### src/rtl/nand_seq_pkg.sv
// Shared definitions for the bit-serial NAND sequencer.
//   - OP_* : request operation encodings (req_op)
//   - src_e: micro-op operand sources fed to the NAND gate
//   - dst_e: micro-op destination for the sampled gate output
//   - state_e: controller FSM states
package nand_seq_pkg;

    localparam logic [1:0] OP_NAND = 2'd0;
    localparam logic [1:0] OP_AND  = 2'd1;
    localparam logic [1:0] OP_OR   = 2'd2;
    localparam logic [1:0] OP_XOR  = 2'd3;

    localparam int MAX_STEPS = 4;
    localparam int STEP_W    = 2;

    typedef enum logic [2:0] {
        SRC_A,
        SRC_B,
        SRC_T1,
        SRC_T2,
        SRC_T3
    } src_e;

    typedef enum logic [1:0] {
        DST_T1,
        DST_T2,
        DST_T3,
        DST_R
    } dst_e;

    typedef enum logic [1:0] {
        IDLE,
        RUN,
        DONE
    } state_e;

endpackage

### src/rtl/nand_seq_ucode.sv
// Micro-program ROM: maps (op, step) to the NAND operand sources, the
// destination of the sampled result and whether this is the last step
// of the bit.
//   op        in  2  operation (OP_*)
//   step      in  2  micro-step index within the current bit
//   src_x     out    source driven on gate input a
//   src_y     out    source driven on gate input b
//   dest      out    where the gate output is stored
//   last_step out 1  final micro-step for this bit
module nand_seq_ucode
    import nand_seq_pkg::*;
(
    input  logic [1:0]        op,
    input  logic [STEP_W-1:0] step,
    output src_e              src_x,
    output src_e              src_y,
    output dst_e              dest,
    output logic              last_step
);

    always_comb begin
        // Default is the single NAND step (A,B -> R)
        src_x     = SRC_A;
        src_y     = SRC_B;
        dest      = DST_R;
        last_step = 1'b1;
        case (op)
            OP_AND: begin
                case (step)
                    2'd0: begin
                        dest      = DST_T1;
                        last_step = 1'b0;
                    end
                    default: begin
                        src_x = SRC_T1;
                        src_y = SRC_T1;
                    end
                endcase
            end
            OP_OR: begin
                case (step)
                    2'd0: begin
                        src_y     = SRC_A;
                        dest      = DST_T1;
                        last_step = 1'b0;
                    end
                    2'd1: begin
                        src_x     = SRC_B;
                        dest      = DST_T2;
                        last_step = 1'b0;
                    end
                    default: begin
                        src_x = SRC_T1;
                        src_y = SRC_T2;
                    end
                endcase
            end
            OP_XOR: begin
                case (step)
                    2'd0: begin
                        dest      = DST_T1;
                        last_step = 1'b0;
                    end
                    2'd1: begin
                        src_y     = SRC_T1;
                        dest      = DST_T2;
                        last_step = 1'b0;
                    end
                    2'd2: begin
                        src_x     = SRC_B;
                        src_y     = SRC_T1;
                        dest      = DST_T3;
                        last_step = 1'b0;
                    end
                    default: begin
                        src_x = SRC_T2;
                        src_y = SRC_T3;
                    end
                endcase
            end
            default: ;
        endcase
    end

endmodule

### src/rtl/nand_seq.sv
// Bit-serial sequencer that time-multiplexes one external NAND gate to
// compute NAND/AND/OR/XOR over WIDTH-bit operands, LSB first.
//   clk, rst_n             clock, async active-low reset
//   req_valid/ready/op/a/b request handshake and operands
//   rsp_valid/ready/data   result handshake
//   gate_a, gate_b         registered NAND inputs
//   gate_q                 NAND output, sampled after SETTLE cycles
module nand_seq
    import nand_seq_pkg::*;
#(
    parameter int WIDTH  = 8,
    parameter int SETTLE = 1
) (
    input  logic             clk,
    input  logic             rst_n,
    input  logic             req_valid,
    output logic             req_ready,
    input  logic [1:0]       req_op,
    input  logic [WIDTH-1:0] req_a,
    input  logic [WIDTH-1:0] req_b,
    output logic             rsp_valid,
    input  logic             rsp_ready,
    output logic [WIDTH-1:0] rsp_data,
    output logic             gate_a,
    output logic             gate_b,
    input  logic             gate_q
);

    localparam int BW = (WIDTH > 1) ? $clog2(WIDTH) : 1;
    localparam int SW = (SETTLE > 1) ? $clog2(SETTLE) : 1;
    localparam logic [BW-1:0] LAST_BIT    = BW'(WIDTH - 1);
    localparam logic [SW-1:0] LAST_SETTLE = SW'(SETTLE - 1);

    state_e             r_state;
    logic [1:0]         r_op;
    logic [WIDTH-1:0]   r_a, r_b, r_res;
    logic [BW-1:0]      r_bit;
    logic [STEP_W-1:0]  r_step;
    logic [SW-1:0]      r_settle;
    logic               r_t1, r_t2, r_t3;
    dst_e               r_dest;
    logic               r_last;
    logic               r_req_ready, r_rsp_valid, r_gate_a, r_gate_b;
    logic [WIDTH-1:0]   r_rsp_data;

    logic               w_hit;
    logic               w_t1, w_t2, w_t3;
    logic [WIDTH-1:0]   w_res;
    logic [1:0]         w_nop;
    logic [STEP_W-1:0]  w_nstep;
    logic [BW-1:0]      w_nbit;
    logic               w_abit, w_bbit;
    src_e               w_src_x, w_src_y;
    dst_e               w_ndest;
    logic               w_nlast;
    logic               w_ga, w_gb;

    function automatic logic f_src(src_e s, logic a, logic b,
                                   logic t1, logic t2, logic t3);
        case (s)
            SRC_A:   return a;
            SRC_B:   return b;
            SRC_T1:  return t1;
            SRC_T2:  return t2;
            SRC_T3:  return t3;
            default: return 1'b0;
        endcase
    endfunction

    // The ROM always describes the micro-op that will be loaded into the
    // gate registers on the next sampling (or accept) edge.
    nand_seq_ucode u_ucode (
        .op        (w_nop),
        .step      (w_nstep),
        .src_x     (w_src_x),
        .src_y     (w_src_y),
        .dest      (w_ndest),
        .last_step (w_nlast)
    );

    // Values after the current sample lands; the next micro-op may read
    // the temp being written this edge, so it is bypassed here.
    always_comb begin
        w_hit = (r_settle == LAST_SETTLE);
        w_t1  = (r_dest == DST_T1) ? gate_q : r_t1;
        w_t2  = (r_dest == DST_T2) ? gate_q : r_t2;
        w_t3  = (r_dest == DST_T3) ? gate_q : r_t3;
        w_res = r_res;
        if (r_dest == DST_R) w_res[r_bit] = gate_q;

        w_nop   = r_op;
        w_nstep = '0;
        w_nbit  = r_bit;
        w_abit  = 1'b0;
        w_bbit  = 1'b0;
        if (r_state == IDLE) begin
            w_nop  = req_op;
            w_abit = req_a[0];
            w_bbit = req_b[0];
        end else begin
            if (r_last) begin
                if (r_bit != LAST_BIT) w_nbit = r_bit + 1'b1;
            end else begin
                w_nstep = r_step + 1'b1;
            end
            w_abit = r_a[w_nbit];
            w_bbit = r_b[w_nbit];
        end
    end

    assign w_ga = f_src(w_src_x, w_abit, w_bbit, w_t1, w_t2, w_t3);
    assign w_gb = f_src(w_src_y, w_abit, w_bbit, w_t1, w_t2, w_t3);

    always_ff @(posedge clk or negedge rst_n) begin
        if (!rst_n) begin
            r_state     <= IDLE;
            r_op        <= '0;
            r_a         <= '0;
            r_b         <= '0;
            r_res       <= '0;
            r_bit       <= '0;
            r_step      <= '0;
            r_settle    <= '0;
            r_t1        <= 1'b0;
            r_t2        <= 1'b0;
            r_t3        <= 1'b0;
            r_dest      <= DST_T1;
            r_last      <= 1'b0;
            r_req_ready <= 1'b1;
            r_rsp_valid <= 1'b0;
            r_rsp_data  <= '0;
            r_gate_a    <= 1'b0;
            r_gate_b    <= 1'b0;
        end else begin
            case (r_state)
                IDLE: begin
                    r_gate_a <= 1'b0;
                    r_gate_b <= 1'b0;
                    if (req_valid && r_req_ready) begin
                        r_op        <= req_op;
                        r_a         <= req_a;
                        r_b         <= req_b;
                        r_bit       <= '0;
                        r_step      <= '0;
                        r_settle    <= '0;
                        r_dest      <= w_ndest;
                        r_last      <= w_nlast;
                        r_gate_a    <= w_ga;
                        r_gate_b    <= w_gb;
                        r_req_ready <= 1'b0;
                        r_state     <= RUN;
                    end
                end
                RUN: begin
                    if (w_hit) begin
                        r_settle <= '0;
                        r_t1     <= w_t1;
                        r_t2     <= w_t2;
                        r_t3     <= w_t3;
                        r_res    <= w_res;
                        if (r_last && (r_bit == LAST_BIT)) begin
                            r_rsp_data  <= w_res;
                            r_rsp_valid <= 1'b1;
                            r_gate_a    <= 1'b0;
                            r_gate_b    <= 1'b0;
                            r_state     <= DONE;
                        end else begin
                            r_bit    <= w_nbit;
                            r_step   <= w_nstep;
                            r_dest   <= w_ndest;
                            r_last   <= w_nlast;
                            r_gate_a <= w_ga;
                            r_gate_b <= w_gb;
                        end
                    end else begin
                        r_settle <= r_settle + 1'b1;
                    end
                end
                DONE: begin
                    if (rsp_ready) begin
                        r_rsp_valid <= 1'b0;
                        r_req_ready <= 1'b1;
                        r_state     <= IDLE;
                    end
                end
                default: r_state <= IDLE;
            endcase
        end
    end

    assign req_ready = r_req_ready;
    assign rsp_valid = r_rsp_valid;
    assign rsp_data  = r_rsp_data;
    assign gate_a    = r_gate_a;
    assign gate_b    = r_gate_b;

endmodule

### config.mk
export PLATFORM = sky130hd
export DESIGN_NAME = nand_seq
export DESIGN_NICKNAME = d
export VERILOG_FILES = /design/src/rtl/nand_seq_pkg.sv /design/src/rtl/nand_seq_ucode.sv /design/src/rtl/nand_seq.sv
export SDC_FILE = /design/constraint.sdc
export NUM_CORES = 1
export LEC_CHECK = 0
export ABC_AREA = 1
export BUFFER_PORTS_ARGS = -buffer_cell sky130_fd_sc_hd__buf_2
export CAP_MARGIN = 5
export CORE_ASPECT_RATIO = 1.4
export CORE_MARGIN = 1
export CORE_UTILIZATION = 58
export DETAILED_ROUTE_END_ITERATION = 6
export PLACE_DENSITY_LB_ADDON = 0.05
export SKIP_LAST_GASP = 1
export SLEW_MARGIN = 5
export SYNTH_ARGS = -nofsm -noshare
export SYNTH_HDL_FRONTEND = slang
export SYNTH_SLANG_ARGS = --single-unit
export TNS_END_PERCENT = 5
### constraint.sdc
create_clock -name clk -period 3.75 [get_ports clk]
set_clock_uncertainty 0.05 [all_clocks]
set_input_delay 0.75 -clock clk [delete_from_list [all_inputs] [get_ports clk]]
set_output_delay 0.75 -clock clk [all_outputs]
set_load 0.01 [all_outputs]
Word level (Yosys, flattened, before mapping):

Index checks and enable logic that the tools add are counted.

* memories kept: 0
* latch bits: 0
* memory bits (writable): 0
* bits in read-only memories: 0
* input port bits: 23
* bits in registers: 52

* $mul: 0
* divide/modulo/power cells: 0
* $add $sub $neg: 3
* bitwise logic cells: 1
* shift operators: 0
* reductions and logical operators: 23
* equal/unequal tests: 25
* muxes and demuxes: 75
* order comparisons: 3

Operator list (number)
* $mux W2: 16
* $mux W1: 26
* $pmux W2 S2: 6
* $mux W3: 6
* $pmux W2 S3: 3
* $pmux W3 S3: 2
* $eq A2 B2 Y1 const B: 6
* $eq A3 B2 Y1 const B: 4
* $pmux W1 S2: 6
* $pmux W3 S2: 2
* $reduce_and A4 Y1: 3
* $pmux W1 S5: 2
* $eq A3 B3 Y1 const B: 3
* $bwmux W8: 1
* $eq A2 B1 Y1 const B: 4
* $lt A3 B4 Y1 const B: 2
* $mux W8: 1
* $ne A2 B2 Y1 const B: 4
* $reduce_and A2 Y1: 4
* $bmux W1 S3: 2
* $eq A3 B1 Y1 const B: 2
* $logic_not A2 Y1: 3
* $logic_not A3 Y1: 2
* $reduce_and A3 Y1: 2
* other kinds (13): 18

Longest topological paths before layout:

Gate-level depths: netlist (run 1).

* depth after elaboration: 12
* depth in mapped cells: 14
* mapped depth without buffers: 14

By module:

A second synthesis (run 1) with hierarchy kept.

* cell total of the unflattened synthesis: 356
* area, all modules: 2768.9 µm²

Modules (own cells, without submodules)
* nand_seq: area each 2541.2 µm², times used 1, cells each 317
* nand_seq_ucode: area each 227.7 µm², times used 1, cells each 39

Worst setup path before layout (run 1):

Ideal clock, no wire load.

* kind: input to register
* start point: input req_op[1]
* end point: register r_gate_a, in the netlist gate_a
* arrival: 1.592 ns
* setup slack: 1.992 ns
* stages on the path: 13
* setup time: 0.116 ns
* path buffers: 0
* path through: inv_1 -> nand2_2 -> o21ai_2 -> inv_2 -> nand2_1 -> nor2_2 -> nand2_2 -> nand2_1 -> inv_1 -> nand3_1 -> nand3_1 -> nand2_1 -> nand2_1

* word-level cells in the longest chain between the ends: 8
* elaborated cells between the ends (all ways): 15
* classes of those cells: 7 x eq/ne; 7 x mux; 1 x reduce/logical

RTL lines
* start: declaration: RTL line nand_seq.sv:18 `input logic [1:0] req_op,`
* $mux W2 *: RTL line nand_seq.sv:96 `if (r_state == IDLE) begin`
* $eq A2 B2 Y1 or $eq A2 B1 Y1 (tied branches): RTL line nand_seq_ucode.sv:27 `case (op)`
* $pmux W3 S3 *: RTL line nand_seq_ucode.sv:27
* $eq A3 B3 Y1 (tied with other cells): RTL line nand_seq.sv:60 `case (s)`
* $pmux W1 S5 *: RTL line nand_seq.sv:60
* $mux W1: RTL line nand_seq.sv:161 `if (r_last && (r_bit == LAST_BIT)) begin`
* $mux W1: RTL line nand_seq.sv:155 `if (w_hit) begin`
* $pmux W1 S2 *: RTL line nand_seq.sv:135 `case (r_state)`
* end signal: assignment: RTL line nand_seq.sv:148 `r_gate_a <= w_ga;`
* end signal: assignment: RTL line nand_seq.sv:172 `r_gate_a <= w_ga;`
* end: declaration: RTL line nand_seq.sv:43 `logic r_req_ready, r_rsp_valid, r_gate_a, r_gate_b;`

Mark *: on every way between the ends. The rest lies on a longest branch, timed or not. The select of a mux whose other input is x is not followed.
A chain may end at the register's enable or synchronous reset.

Worst setup path after layout (run 1):

* start point: register r_state[1]
* end point: register r_a[6]

* word-level cells in the longest chain between the ends: 2

RTL lines
* start: declaration: RTL line nand_seq.sv:34 `state_e r_state;`
* start signal: assignment: RTL line nand_seq.sv:116 `r_state <= IDLE;`
* start signal: assignment: RTL line nand_seq.sv:151 `r_state <= RUN;`
* start signal: assignment: RTL line nand_seq.sv:166 `r_state <= DONE;`
* $logic_not A2 Y1: RTL line nand_seq.sv:135
* $reduce_and A2 Y1 (no line)
* end signal: assignment: RTL line nand_seq.sv:141 `r_a <= req_a;`
* end: declaration: RTL line nand_seq.sv:36 `logic [WIDTH-1:0] r_a, r_b, r_res;`

Every way passes these cells.

==> metrics.txt, run 1 <==
crit path launch=r_state[1]; Internal=1.49 mW; Cell Pwr Density=897 mW/mm2; Initial Util=61.6%; Sw Pwr=1.18 mW; DRC Markers=0; WS Path Type=flop to flop; Die X=59.2 um; GP Congestion=0.947; Core Box Area=0.00431 mm2; GRT Residual Overflow=0; Seq pwr share=36.2%; # port buffers=34; required time of the critical path=3860 ps; status=complete, no violations; I/O pins=35; RSZ-0062 raised after global routing=false; FF+latch count, synth=51; Mean Syn Cell Area=7.76 um2; Crit Path Max Fanout=33; post-synthesis cell type count=26; vias in the first global route=1951; fin nets=399; clock share of power=14.8%; post-layout util=69.1%; area occupied by multi-input gates=0.00114 mm2; worst slew pin tran=825 ps; clock sinks=51; first-pass GRT wire length=8750 um; CP startpoint kind=flop; post-cts sizing count=0; Worst slew margin=45.0%; clock buffer depth=2; hold_sp=rsp_data[7]; layout cells sized above 1=17.3%; initial antenna violation count=0; DP Wirelength=3960 um; Setup Buffers After CTS=0; Tmin final=2080 ps; largest net degree at the start of global routing=39; DRT iter0 DRCs=117; Root Buffer Master=clkbuf_8; first-pass detailed-route iteration total=4; Final Hold Fails=0; Critical Path End Type=flop; Setup TNS Final=0 ps; cts hold-fix bufs=0; Seq/Total Area, Yosys=48.2%; Layout fillers=398; Crit path arrival time=2190 ps; Max rail drop VDD=0.496 mV; hold crit path type=flop to flop; Yosys warning count=0; Pleak=1.55 nW; Mapped Area=0.00265 mm2; Final ANT Viol Nets=0; max-cap check violation count=0; Via-to-Cell Ratio=5.12; most common cell after layout, fill and taps aside=nand2_1; Die H=82.0 um; fin. max-slew vios=0; H-Tree Depth=2; # setup viols final=0; area growth from synthesis to layout=12.2%; Routed WL=5320 um; full die area=0.00485 mm2; GRT Total Usage=24.2%; detailed-route via count=2234; most frequent cells in the layout=97 x nand2_1, 50 x dfrtp_1, 45 x o21ai_0; period utilization=55.4%; clk_lat worst skew=300 ps; Post-Synthesis Cells=342; flip-flop and latch area=0.00128 mm2; Reg clk slew, reported paths=100 ps; n_diodes=0; Max Clk Rate=482 MHz; Sw Ratio=44.3%; Synth Net Count=366; row count=28; CTS Buf Count=5; TritonCTS clock tree=yes; Logic pwr share=49.0%; worst r2r src=r_state[1]; wire per inst=12.2 um
-- synthesized netlist by cell type --
cell | n | area (um2)
a211oi_1 | 1 | 7.51
a21oi_1 | 4 | 20.0
a31oi_1 | 5 | 31.3
buf_2 | 4 | 20.0
buf_6 | 1 | 11.3
clkbuf_1 | 4 | 15.0
dfrtp_1 | 50 | 1250
dfstp_2 | 1 | 26.3
ha_1 | 1 | 12.5
inv_1 | 44 | 165
inv_2 | 5 | 18.8
mux2i_1 | 7 | 70.1
nand2_1 | 97 | 364
nand2_2 | 5 | 31.3
nand2_4 | 1 | 11.3
nand3_1 | 33 | 165
nor2_1 | 18 | 67.6
nor2_2 | 2 | 12.5
nor2_4 | 2 | 22.5
nor2_8 | 1 | 20.0
o21ai_0 | 45 | 225
o21ai_2 | 4 | 35.0
o221ai_1 | 1 | 8.76
o22ai_1 | 4 | 25.0
or2_2 | 1 | 6.26
xnor2_1 | 1 | 8.76
-- metrics by stage --
step,instances,cell area (um2),worst slack (ps),power [mW],hold WS (ps)
3_3_place_gp,428,2860,1590,2.27,413
5_1_grt,436,2980,1430,2.92,459
3_5_place_dp,428,2860,1620,2.29,415
6_report,436,2980,1670,2.67,435
2_1_floorplan,342,2650,1990,1.97,400
4_1_cts,436,2980,1640,2.69,439
-- power groups by stage --
stage	clock, mW	combinational (mW)	sequential (mW)
after floorplan	0	1.01	0.962
after global placement	0	1.30	0.968
after detailed placement	0	1.31	0.977
after CTS	0.403	1.32	0.966
after global routing	0.425	1.50	0.997
final	0.396	1.31	0.966
-- final timing paths --
| kind | depth (start not counted) | slack [ps] | endpoint |
|---|---|---|---|
| setup / recovery | 4 | 1670 | r_a[6] |
| hold / removal | 2 | 430 | rsp_data[7] |
| setup reg to reg | 4 | 1670 | r_a[6] |
| hold reg to reg | 2 | 430 | rsp_data[7] |
| max in group asynchronous | 2 | 2380 | req_ready |
| min in group asynchronous | 1 | 480 | r_a[3] |
-- kinds of logic (layout without fill, tap and decap cells) --
family | Yosys count | after routing | share of synthesized area [%]
muxes | 7 | 7 | 2.64
buffers and inverters | 58 | 92 | 8.68
DFF | 51 | 51 | 48.2
AOI/OAI and AO/OA | 64 | 64 | 13.3
and+or+nand+nor | 160 | 160 | 26.4
adders and majority gates | 1 | 1 | 0.472
xor gates and xnor gates | 1 | 1 | 0.330
-- state kept, by name (all words and copies together) (netlist names), 2 cells and up --
| register | count |
|---|---|
| r_a | 8 |
| r_b | 8 |
| r_res | 8 |
| rsp_data | 8 |
| r_bit | 3 |
| r_dest | 2 |
| r_op | 2 |
| r_state | 2 |
| r_step | 2 |
-- final cells by class --
cell class / count / area share [%]
Tap cell: 60 / 2.52
Clock inverter: 2 / 1.18
Sequential cell: 51 / 42.9
Timing Repair Buffer: 35 / 5.97
Clock buffer: 6 / 2.77
Multi-Input combinational cell: 233 / 38.5
Inverter: 49 / 6.18
-- layer usage --
metal  vias to the layer above  share of wire (%)  track usage (%)
li1                       1163                  -                -
met1                      1026                 47             32.0
met2                        38                 49             40.3
met3                         7                3.2             3.94
met4                         0                1.5             7.38
met5                         -                  0                0
-- critical path, stage by stage (launching register included) --
cell and delay, ps:
dfrtp_1 460, nor2_4 280, nand3_1 290, inv_1 670, o21ai_0 170
Power figures use the tool's default switching activity.
==> run 2, diff against run 1 <==
- ABC_AREA: 1 -> 0
- CORE_UTILIZATION: 58 -> 53
- clock period: 3.75 -> 1.8 ns (I/O delays scaled with it)
==> run 2 against run 1 <==
Net effect: largest cell class is now multi-input combinational cells; register-to-register slack lost 1900 ps; wire length grew 32%; synthesized area grew 12%; hold slack lost 260 ps; largest power group is now registers; the flow now finishes with violations (negative setup slack).
==> metrics.txt, run 2 <==
status=finished, violations left (was complete, no violations); failing checks=negative setup slack; required time of the critical path=1940 ps (was 3860 ps); vias in the first global route=2539 (was 1951); GP Congestion=0.906 (was 0.947); Post-Layout Cell Count=470 (was 436); Layout fillers=414 (was 398); Post-synth top cells=88 x nand2_1, 50 x dfrtp_1, 22 x mux2i_1 (was 97 x nand2_1, 50 x dfrtp_1, 45 x o21ai_0); Routed WL=7010 um (was 5320 um); Worst slew margin=69.2% (was 45.0%); full die area=0.00590 mm2 (was 0.00485 mm2); Crit path arrival time=2180 ps (was 2190 ps); Mapped Area=0.00297 mm2 (was 0.00265 mm2); Reg clk slew, reported paths=100 ps (about the same); RSZ-0062 raised after global routing=true (was false); period utilization=113% (was 55.4%); n_diodes=0 (unchanged); post-synthesis adder-cell area fraction=0.759% (was 0.472%); Post-Place Cells=460 (was 428); Via-to-Cell Ratio=5.46 (was 5.12); WS Path Type=flop to flop (unchanged); first-pass GRT wire length=11800 um (was 8750 um); post-synthesis cell type count=58 (was 26); most common cell after layout, fill and taps aside=nand2_1 (unchanged); mux contribution to synthesized area=14.3% (was 2.64%); synth top area cells=dfrtp_1 42%, nand2_1 11%, mux2i_1 7.4% (was dfrtp_1 47%, nand2_1 14%, o21ai_0 8.5%); initial antenna violation count=0 (unchanged); first-pass detailed-route iteration total=4 (unchanged); Setup WS post-layout=-236 ps (was 1670 ps); Synth Area in XOR/XNOR=1.73% (was 0.330%); fin nets=427 (was 399); Pleak=1.89 nW (was 1.55 nW); DRC Markers=0 (unchanged); Tmin final=2040 ps (was 2080 ps); Max rail drop VDD=0.374 mV (was 0.496 mV); wire per inst=14.9 um (was 12.2 um); Yosys warning count=0 (unchanged); Crit Path Max Fanout=7 (was 33); main combinational cell family by area after synthesis=simple AND/OR/NAND/NOR gates (unchanged); count leader, synth=nand2_1 (unchanged); Die H=90.5 um (was 82.0 um); Core Box Area=0.00528 mm2 (was 0.00431 mm2); Die X=65.2 um (was 59.2 um); Seq/Total Area, Yosys=43.1% (was 48.2%); DP Area=0.00354 mm2 (was 0.00286 mm2); detailed-route via count=2568 (was 2234); GRT Residual Overflow=0 (unchanged); Final ANT Viol Nets=0 (unchanged); Max Clk Rate=491 MHz (was 482 MHz); clock buffer depth=2 (unchanged); layout cells sized above 1=33.4% (was 17.3%); clock sinks=51 (unchanged); fin. max-slew vios=0 (unchanged); DP Wirelength=5170 um (was 3960 um); Final Hold Fails=0 (unchanged); CP startpoint kind=flop (unchanged); Cell Pwr Density=529 mW/mm2 (was 897 mW/mm2); Post-Synthesis Cells=333 (was 342); area growth from synthesis to layout=26.7% (was 12.2%); Synth Area in Simple Gates=21.9% (was 26.4%); number of synthesized flops with an enable pin=0 (unchanged); row count=31 (was 28); FF+latch count, synth=51 (unchanged); max-cap check violation count=0 (unchanged); Synth Area in Compound Gates=13.2% (was 13.3%); largest net degree at the start of global routing=52 (was 39); Synth Net Count=357 (was 366); I/O pins=35 (unchanged); share of the synthesized area in the top cell type=42.2% (was 47.2%); clk_lat worst skew=310 ps (was 300 ps); most frequent cells in the layout=87 x nand2_1, 50 x buf_4, 49 x dfrtp_1 (was 97 x nand2_1, 50 x dfrtp_1, 45 x o21ai_0); Critical Path End Type=flop (unchanged); GRT Total Usage=26.0% (was 24.2%); area leader, netlist=dfrtp_1 (unchanged); H-Tree Depth=2 (unchanged); Mean Syn Cell Area=8.90 um2 (was 7.76 um2); CTS Buf Count=5 (unchanged); # setup viols final=14 (was 0); # port buffers=34 (unchanged); DRT iter0 DRCs=195 (was 117); worst slew pin tran=457 ps (was 825 ps); Synth async-reset ratio=100% (unchanged); TritonCTS clock tree=yes (unchanged); ys flop type=dfrtp_1 (unchanged); Initial Util=56.2% (was 61.6%); final instance area=0.00376 mm2 (was 0.00298 mm2); Root Buffer Master=clkbuf_8 (unchanged); hold crit path type=input pin to flop (was flop to flop)
## run 2: changes by cell type after synthesis, sizes merged, moves of 8 or more
cell | before | now
nand3 | 33 | 5
buf | 5 | 14
nor3 | 0 | 8
inv | 49 | 5
nand2 | 103 | 88
mux2i | 7 | 22
mux2 | 0 | 14
o21ai | 49 | 21
## run 2: per-layer routing
metal,track usage (%),vias to the layer above,part of all wire [%]
met4,8.88,0,2.3
met5,0,-,0
met3,4.29,11,3.3
li1,-,1286,-
met2,42.9,61,51
met1,33.9,1210,44
## run 2: report_power, final
group	total, mW	internal (mW)	leakage [nW]	switching, mW
logic	0.127	0.0575	1.22	0.0693
clock network	0.704	0.314	0.0474	0.390
registers	1.16	1.15	0.622	0.00766
## run 2: path summary, 6_finish.rpt
| kind | startpoint | end | slack, ps | cells past startpoint |
|---|---|---|---|---|
| max | r_bit[0] | gate_b | -240 | 8 |
| min | req_b[7] | r_b[7] | 180 | 3 |
| max reg2reg | r_bit[0] | gate_b | -240 | 8 |
| min reg2reg | rsp_data[3] | rsp_data[3] | 430 | 2 |
| max in group asynchronous | rst_n | req_ready | 910 | 3 |
| min in group asynchronous | rst_n | rsp_data[3] | 510 | 3 |
## run 2: layout make-up
type | count | area (um2) | share of cell area [%]
Multi-Input combinational cell | 252 | 1670 | 44.5
Clock buffer | 6 | 82.6 | 2.20
Timing Repair Buffer | 88 | 607 | 16.2
Inverter | 5 | 18.8 | 0.500
Sequential cell | 51 | 1280 | 34.0
Tap cell | 66 | 82.6 | 2.20
Clock inverter | 2 | 16.3 | 0.433
## run 2: stage by stage
stage | TNS [ps] | power [mW] | util [%] | setup WS (ps) | hold WS, ps
final | -607 | 1.99 | 71.2 | -236 | 179
after global routing | -2680 | 2.07 | 71.2 | -312 | 183
after CTS | -473 | 2.01 | 70.1 | -211 | 174
after detailed placement | -569 | 1.30 | 67.1 | -284 | 320
after global placement | -382 | 1.30 | 67.1 | -200 | 321
after floorplan | -673 | 1.22 | - | -138 | 14.4
## run 2: cell families after synthesis
group	Yosys count
AO/OA/AOI/OAI	59
flip-flops	51
buffers and inverters	30
adder cells (fa/ha/maj)	2
XOR/XNOR	5
multiplexers	38
AND/OR/NAND/NOR	148
## run 2: worst max-delay path, cell delays in order, from the launching register on
cell       delay, ps
dfrtp_1          430
ha_4             210
a21boi_1         210
mux2i_2           90
buf_4            160
o41ai_2          410
a31oi_4           50
o2111ai_1        190
o211ai_1         110
## run 2: what timing repair did
| item | 4_1_cts | 5_1_grt |
|---|---|---|
| resized for setup | 10 | 8 |
| hold buffers | 1 | 0 |
| endpoints found under the setup margin | 4 | 23 |
| pin swaps | 6 | 6 |
| setup buffers | 0 | 1 |
| hold endpoints to repair | 40 | 0 |
==> run 3, diff against run 2 <==
- CELL_PAD_IN_SITES_DETAIL_PLACEMENT: default -> 1
- CELL_PAD_IN_SITES_GLOBAL_PLACEMENT: default -> 2
- CORE_UTILIZATION: 53 -> 32
==> run 3 against run 2 <==
Net effect: the flow finishes with violations (negative hold slack, negative setup slack); first-iteration DRC count is 65% lower; die area is 64% higher; setup slack better by 2.5 ps; hold slack worse by 180 ps; wire length is 22% higher; sequential share of layout area is 1.2 points lower; global-route usage is 7.2 points lower; total power is 13% higher; via count is 1.8% higher; sequential power hardly changed; count of clock-buffer cells in the layout is 1 lower; critical path depth is 1 lower; critical endpoint unchanged; highest routed layer unchanged.
==> metrics.txt, run 3 (synthesis results as in run 2) <==
initial antenna violation count=0 (unchanged); Die X=83.4 um (was 65.2 um); most frequent cells in the layout=87 x nand2_1, 55 x buf_4, 50 x dfrtp_1 (was 87 x nand2_1, 50 x buf_4, 49 x dfrtp_1); Via-to-Cell Ratio=5.08 (was 5.46); GRT Residual Overflow=0 (unchanged); Sw Pwr=0.523 mW (was 0.467 mW); worst r2r src=r_bit[0] (unchanged); CTS Buf Count=5 (unchanged); Reg clk slew, reported paths=70 ps (was 100 ps); Setup WS post-layout=-233 ps (was -236 ps); Tmin final=2030 ps (was 2040 ps); clock share of power=42.6% (was 35.4%); vias in the first global route=2712 (was 2539); post-layout util=43.2% (was 71.2%); detailed-route via count=2615 (was 2568); Routed WL=8540 um (was 7010 um); cts hold-fix bufs=0 (was 1); Die H=116 um (was 90.5 um); wire per inst=16.6 um (was 14.9 um); Post-Layout Cell Count=515 (was 470); R2R depth=7 (was 8); Root Buffer Master=clkbuf_16 (was clkbuf_8); clock buffer depth=2 (unchanged); flop-to-flop setup slack=-230 ps (was -240 ps); first-pass detailed-route iteration total=4 (unchanged); Initial Util=32.8% (was 56.2%); status=finished, violations left (unchanged); Max Clk Rate=492 MHz (was 491 MHz); fin nets=431 (was 427); # port buffers=34 (unchanged); max-cap check violation count=0 (unchanged); Crit path arrival time=2140 ps (was 2180 ps); Pleak=1.95 nW (was 1.89 nW); DRT iter0 DRCs=69 (was 195); layout cells sized above 1=34.3% (was 33.4%); Final ANT Viol Nets=0 (unchanged); RSZ-0062 raised after global routing=true (unchanged); I/O pins=35 (unchanged); critical path cell sequence=ha_4 > mux2_1 > mux4_2 > nand2_2 > a31oi_4 > a21oi_2 > o211ai_1 (was ha_4 > a21boi_1 > mux2i_2 > buf_4 > o41ai_2 > a31oi_4 > o2111ai_1 > o211ai_1); n_diodes=0 (unchanged); first-pass GRT wire length=14100 um (was 11800 um); hold crit path type=input pin to asynchronous set/reset pin (was input pin to flop); Crit Path Max Fanout=8 (was 7); clock sinks=51 (unchanged); Final Hold Slack=-4.85 ps (was 179 ps); Worst slew margin=68.9% (was 69.2%); Layout fillers=1073 (was 414); DRC Markers=0 (unchanged); row count=41 (was 31); Sw Ratio=23.3% (was 23.5%); fin. max-slew vios=0 (unchanged); DP Wirelength=6540 um (was 5170 um); GRT Total Usage=18.8% (was 26.0%); GP Congestion=0.901 (was 0.906); Internal=1.73 mW (was 1.52 mW); clk_lat worst skew=290 ps (was 310 ps); Logic pwr share=6.1% (was 6.4%); slowest CP cell=mux4_2 (was dfrtp_1); Max rail drop VDD=0.312 mV (was 0.374 mV); Core Box Area=0.00903 mm2 (was 0.00528 mm2); worst slew pin tran=462 ps (was 457 ps); largest net degree at the start of global routing=52 (unchanged); Final Hold Fails=4 (was 0); failing checks=negative hold slack, negative setup slack (was negative setup slack); CP startpoint kind=flop (unchanged); CP peak stage delay=480 ps (was 430 ps); H-Tree Depth=2 (unchanged); TritonCTS clock tree=yes (unchanged); Post-Place Cells=505 (was 460); WS Path Type=flop to flop (unchanged); area growth from synthesis to layout=31.4% (was 26.7%); Seq pwr share=51.4% (was 58.2%); FF-to-FF End=gate_b (unchanged); pre-CTS setup slack=-293 ps (was -284 ps); Critical Path End Type=flop (unchanged); most common cell after layout, fill and taps aside=nand2_1 (unchanged); full die area=0.00966 mm2 (was 0.00590 mm2); period utilization=113% (about the same); # setup viols final=19 (was 14); Cell Pwr Density=577 mW/mm2 (was 529 mW/mm2); required time of the critical path=1910 ps (was 1940 ps)
run 3: layer usage:
metal  vias to the layer above  GRT usage (%)  share of wire [%]
met4                         0           8.28                2.4
met5                         -              0                  0
met3                        16           2.85                2.0
li1                       1296              -                  -
met2                        38           34.5                 54
met1                      1265           21.7                 42
run 3: worst max path at each step:
| stage | startpoint | endpoint | slack (ps) |
|---|---|---|---|
| detailed placement | r_bit[0] | gate_b | -290 |
| CTS | r_bit[0] | gate_a | -260 |
| global placement | r_bit[0] | gate_a | -230 |
| global route | r_bit[0] | gate_b | -340 |
| floorplan | r_bit[0] | gate_b | -140 |
| finish | r_bit[0] | gate_b | -230 |
run 3: area by class of cell:
type	instances	area, um2	share of cell area (%)
Tap cell	107	134	3.44
Inverter	5	18.8	0.482
Sequential cell	51	1280	32.8
Timing Repair Buffer	92	638	16.4
Multi-Input combinational cell	252	1680	43.2
Clock buffer	5	125	3.21
Clock inverter	3	18.8	0.482
run 3: power groups by stage:
stage	Clock, mW	Sequential (mW)	Combinational, mW
floorplan	0	1.18	0.0450
global placement	0	1.18	0.137
detailed placement	0	1.18	0.138
CTS	0.996	1.15	0.139
global route	1.03	1.16	0.153
finish	0.958	1.15	0.136
run 3: metrics by stage:
step	hold slack [ps]	power (mW)	cell area, um2	setup TNS, ps
2_1_floorplan	14.4	1.22	3010	-673
3_3_place_gp	328	1.31	3620	-474
3_5_place_dp	330	1.32	3620	-737
4_1_cts	10.9	2.29	3810	-809
5_1_grt	14.6	2.34	3900	-3370
6_report	-4.85	2.25	3900	-1030
run 3: timing repair:
action / CTS / global route
setup endpoints to repair: 14 / 24
pin swaps: 1 / 7
setup buffers: 1 / 1
gates resized for setup: 7 / 14
run 3: critical path, delay by kind of cell, from the launching register on:
family          cells  cell delay, ps
mux                 2             810
flops               1             410
compound gates      3             310
fa+ha+maj           1             210
simple gates        1             110
